File: src/rtl/serial_adder_pkg.sv
// Shared FSM encodings and sizing helpers for the bit-serial adder.
package serial_adder_pkg;

    typedef logic [1:0] state_t;

    localparam logic [1:0] ST_IDLE  = 2'd0;
    localparam logic [1:0] ST_SHIFT = 2'd1;
    localparam logic [1:0] ST_DONE  = 2'd2;

    // Bit-counter width for a given operand width.
    function automatic int unsigned cnt_w(input int unsigned width);
        return (width < 2) ? 1 : $clog2(width);
    endfunction

endpackage

File: src/rtl/serial_adder_full_adder_bit.sv
// One-bit full adder built from two half adders and an OR of their carries.
module half_adder (
    input  logic a,
    input  logic b,
    output logic s,
    output logic c
);
    assign s = a ^ b;
    assign c = a & b;
endmodule

module full_adder_bit (
    input  logic a,
    input  logic b,
    input  logic cin,
    output logic s,
    output logic cout
);
    logic s0;
    logic c0;
    logic c1;

    half_adder u_ha0 (.a(a),  .b(b),   .s(s0), .c(c0));
    half_adder u_ha1 (.a(s0), .b(cin), .s(s),  .c(c1));

    assign cout = c0 | c1;
endmodule

File: src/rtl/serial_adder.sv
// Bit-serial WIDTH-bit adder with start/busy/done handshake.
// Define SERIAL_ADDER_SUB_EN to add a sub input that computes a-b.
module serial_adder
    import serial_adder_pkg::*;
#(
    parameter int unsigned WIDTH = 8
) (
    input  logic             clk,
    input  logic             rst_n,
    input  logic             start,
`ifdef SERIAL_ADDER_SUB_EN
    input  logic             sub,
`endif
    input  logic [WIDTH-1:0] a,
    input  logic [WIDTH-1:0] b,
    output logic             busy,
    output logic             done,
    output logic [WIDTH-1:0] sum,
    output logic             carry_out
);

    localparam int unsigned CNT_W = cnt_w(WIDTH);

    state_t             state;
    state_t             state_next;
    logic [WIDTH-1:0]   a_sr;
    logic [WIDTH-1:0]   b_sr;
    logic [WIDTH-1:0]   acc;
    logic [CNT_W-1:0]   cnt;
    logic               c;
    logic               bit_s;
    logic               bit_c;
    logic               accept;
    logic               last;
    logic               sub_sel;
    logic [WIDTH-1:0]   b_load;

`ifdef SERIAL_ADDER_SUB_EN
    assign sub_sel = sub;
`else
    assign sub_sel = 1'b0;
`endif

    // Subtraction is a + ~b + 1: invert b and seed the carry.
    assign b_load = sub_sel ? ~b : b;
    assign last   = (cnt == CNT_W'(WIDTH - 1));

    full_adder_bit u_fa (
        .a    (a_sr[0]),
        .b    (b_sr[0]),
        .cin  (c),
        .s    (bit_s),
        .cout (bit_c)
    );

    // State register plus registered busy/done decoded from next state.
    always_ff @(posedge clk or negedge rst_n) begin
        if (!rst_n) begin
            state <= ST_IDLE;
            busy  <= 1'b0;
            done  <= 1'b0;
        end else begin
            state <= state_next;
            busy  <= (state_next == ST_SHIFT);
            done  <= (state_next == ST_DONE);
        end
    end

    // Next-state logic; start is only honoured when not shifting.
    always_comb begin
        state_next = state;
        accept     = 1'b0;
        case (state)
            ST_IDLE: begin
                if (start) begin
                    accept     = 1'b1;
                    state_next = ST_SHIFT;
                end
            end
            ST_SHIFT: begin
                if (last) begin
                    state_next = ST_DONE;
                end
            end
            ST_DONE: begin
                if (start) begin
                    accept     = 1'b1;
                    state_next = ST_SHIFT;
                end else begin
                    state_next = ST_IDLE;
                end
            end
            default: state_next = ST_IDLE;
        endcase
    end

    // Operand shifters, carry flop and result; sum updates only on completion.
    always_ff @(posedge clk or negedge rst_n) begin
        if (!rst_n) begin
            a_sr      <= '0;
            b_sr      <= '0;
            acc       <= '0;
            cnt       <= '0;
            c         <= 1'b0;
            sum       <= '0;
            carry_out <= 1'b0;
        end else if (accept) begin
            a_sr <= a;
            b_sr <= b_load;
            c    <= sub_sel;
            cnt  <= '0;
        end else if (state == ST_SHIFT) begin
            a_sr <= {1'b0, a_sr[WIDTH-1:1]};
            b_sr <= {1'b0, b_sr[WIDTH-1:1]};
            acc  <= {bit_s, acc[WIDTH-1:1]};
            c    <= bit_c;
            cnt  <= cnt + CNT_W'(1);
            if (last) begin
                sum       <= {bit_s, acc[WIDTH-1:1]};
                carry_out <= bit_c;
            end
        end
    end

endmodule

File: config.mk
export PLATFORM = sky130hd
export DESIGN_NAME = serial_adder
export DESIGN_NICKNAME = d
export VERILOG_FILES = /design/src/rtl/serial_adder_pkg.sv /design/src/rtl/serial_adder_full_adder_bit.sv /design/src/rtl/serial_adder.sv
export SDC_FILE = /design/constraint.sdc
export NUM_CORES = 1
export LEC_CHECK = 0
export ABC_AREA = 1
export CAP_MARGIN = 20
export CORE_MARGIN = 5
export CORE_UTILIZATION = 57
export CTS_CLUSTER_SIZE = 24
export DETAILED_ROUTE_END_ITERATION = 16
export PLACE_DENSITY = 0.84
export SLEW_MARGIN = 20
export SYNTH_ARGS = -nofsm -noshare
export SYNTH_HDL_FRONTEND = slang
export SYNTH_HIERARCHICAL = 1
export SYNTH_SLANG_ARGS = --single-unit
File: constraint.sdc
create_clock -name clk -period 2 [get_ports clk]
set_clock_uncertainty 0.1 [all_clocks]
set_input_delay 0.5 -clock clk [delete_from_list [all_inputs] [get_ports clk]]
set_output_delay 0.5 -clock clk [all_outputs]
set_load 0.03 [all_outputs]
==> results.txt <==
Global-route wire length before repair -> 6150 um
Clk pwr share -> 13.7%
Total CTS buffers -> 5
NetSw -> 1.40 mW
Worst Setup SP -> busy
Largest net degree at the start of global routing -> 33
Fin worst setup slack -> 0.0621 ns
Mapped cell area -> 1930 sq um
Starting density of the core -> 58.2%
Critical Path Sink Type -> primary output
Pint -> 1.91 mW
Drt via density -> 5.18
Number of fill cells -> 284
CP delay by family, top -> buffers and inverters
Inserted Diodes -> 0
Slowest-stage cell, CP -> clkdlybuf4s50_1
Worst reg2reg path endpoint -> sum[2]
Worst Hold Class -> in -> async
Peak supply drop -> 0.000713 V
CTS tree -> built
Yosys warns -> 6
Worst r2r src -> state[1]
Gp weighted congestion -> 0.762
CTS clk-pin slew, worst paths -> 0.11 ns
Ys flop type -> dfrtp_1
Total GRT Usage -> 18.4%
Max Cap Violations -> 0
Register share of total power -> 41.2%
Clock latency on the worst-skew pair -> 0.35 ns
Area grow syn2layout -> 16.9%
Async SR Flop Fraction -> 100%
Sequential cell area fraction in the yosys report -> 52.0%
Footprint of the multi-input gates -> 703 sq um
Core Rows -> 21
FF+latch area -> 1000 sq um
Die area -> 4640 sq um
Core area -> 3310 sq um
Number of placed I/O pins -> 30
CP startpoint kind -> flip-flop
Worst-path cell chain -> clkdlybuf4s50_1
DRC -> 0
Synth Net Count -> 240
Post-Syn Area per Cell -> 8.87 sq um
CP Data Required Time -> 1.40 ns
Highest clock rate -> 516 MHz
Iter 0 DRT Violations -> 116
Routed wire per std cell -> 12.8 um
Clk sinks -> 40
Register bit total from synthesis -> 40
Switching share of power -> 42.4%
# H-tree levels -> 2
Gr ovfl total -> 0
Die width -> 68.1 um
RSZ-0062 raised after global routing -> false
Post-DP HPWL -> 2480 um
Worst-margin pin slew -> 0.578 ns
Root Buffer -> clkbuf_4
Number of global-route vias before repair -> 1,384
Critical path class -> reg -> out
Pleak -> 1.29 nW
R2r setup slk -> 0.46 ns
Detailed Route WL -> 3730 um
CP max FO -> 1
Vias -> 1,513
Routed Antenna Nets -> 0
CP bufs+invs -> 1
Fin crit period -> 1.94 ns
First-pass DRT Iterations -> 4
Postcts setup bufs -> 0
Final Cycle Share -> 96.9%
Worst hold margin -> 0.0291 ns
Fin nets -> 269
Setup TNS -> 0 ns
Max-slew headroom -> 61.5%
CTS max path bufs -> 2
Post-synth EDFFs -> 0
Initial antenna violation count -> 0
Die height -> 68.1 um
Final Hold Violating Endpoints -> 0
Design Power -> 3.31 mW
Post-Place Worst Slack -> 0.318 ns
Post-Syn Instances -> 217
Crit path largest cell delay -> 0.66 ns
Comb pwr share -> 45.1%
Share of cells above drive strength 1 -> 10.2%
Arr. time, crit path -> 1.34 ns
Port bufs -> 29
Power per Cell Area -> 1470 nW/um^2
Status -> completed
FF-to-FF path depth -> 5
Final setup viols -> 0
Max Slew Vio Count -> 0
Synth unique cells -> 18
worst register-to-register path: stages, from the launching register on:
cell     delay, ns
dfrtp_1       0.43
inv_2         0.24
nand2_4       0.27
nor2_4        0.29
nand2_1       0.09
nand2_1       0.07
cell families (layout without fill, tap and decap cells):
family	count (synthesis)	after routing	synth area share, %
buffers and inverters	34	63	11.5
AO/OA/AOI/OAI	8	8	2.66
flip-flops	40	40	52.0
adder cells (fa/ha/maj)	4	4	2.60
AND/OR/NAND/NOR	131	131	31.3
synth_stat cells, types with 2 or more instances:
master | number | area (sq um)
nand3_1 | 45 | 225
nand2_4 | 2 | 22.5
inv_1 | 21 | 78.8
nand2_1 | 76 | 285
nand3_2 | 3 | 30.0
dfrtp_1 | 40 | 1000
o21ai_0 | 5 | 25.0
ha_1 | 4 | 50.1
o21ai_2 | 3 | 26.3
buf_6 | 9 | 101
nor2_4 | 2 | 22.5
registers in the layout (all words and copies together), names as in the netlist:
name / flops
a_sr: 8
acc: 7
cnt: 3
carry_out: 1
c: 1
busy: 1
b_sr: 8
done: 1
state: 2
sum: 8
layer usage:
metal | global-route usage, % | up-vias | wire length [um] | part of all wire (%)
met5 | 0 | - | 0 | 0
met2 | 30.1 | 33 | 1920 | 52
met1 | 22.1 | 724 | 1560 | 42
li1 | - | 747 | - | -
met3 | 4.76 | 9 | 164 | 4.4
met4 | 9.93 | 0 | 79 | 2.1
power by group through the flow:
stage	Combinational (mW)	Clock (mW)	Sequential, mW
finish	1.49	0.454	1.37
floorplan	1.09	0	1.51
detailed placement	1.51	0	1.38
global route	1.67	0.501	1.41
global placement	1.46	0	1.37
CTS	1.51	0.461	1.37
placed cells by master, fill, tap and decap left out, drive strengths merged:
cell and n:
clkbuf 7, nand3 48, inv 23, dlygate4sd2 2
dfrtp 40, ha 4, clkdlybuf4s50 18, or2 1
dlymetal6s2s 8, o21ai 8, buf 5, nor2 3
nand2 79
area by class of cell:
| cell class | count | area share (%) |
|---|---|---|
| Clock buffer | 7 | 2.89 |
| Inverter | 23 | 4.06 |
| Multi-Input combinational cell | 143 | 31.2 |
| Sequential cell | 40 | 44.5 |
| Tap cell | 46 | 2.56 |
| Timing Repair Buffer | 33 | 14.8 |
stage by stage:
step / cells / area, sq um / utilization (%)
after global placement: 285 / 2170 / 65.5
after floorplan: 217 / 1930 / -
final: 292 / 2250 / 68.0
after CTS: 292 / 2230 / 67.4
after global routing: 292 / 2250 / 68.0
after detailed placement: 285 / 2170 / 65.5
how the worst max path moves through the flow:
stage / endpoint / cells past startpoint
floorplan: acc[7] / 4
finish: busy / 1
global route: busy / 1
global placement: a_sr[5] / 6
CTS: carry_out / 1
detailed placement: a_sr[6] / 6
timing repair:
action,in CTS,in global routing
gates cloned,0,0
gates resized for setup,2,8
hold buffers,0,0
endpoints found under the setup margin,2,8
No activity file was read; power rests on OpenSTA's default activity.
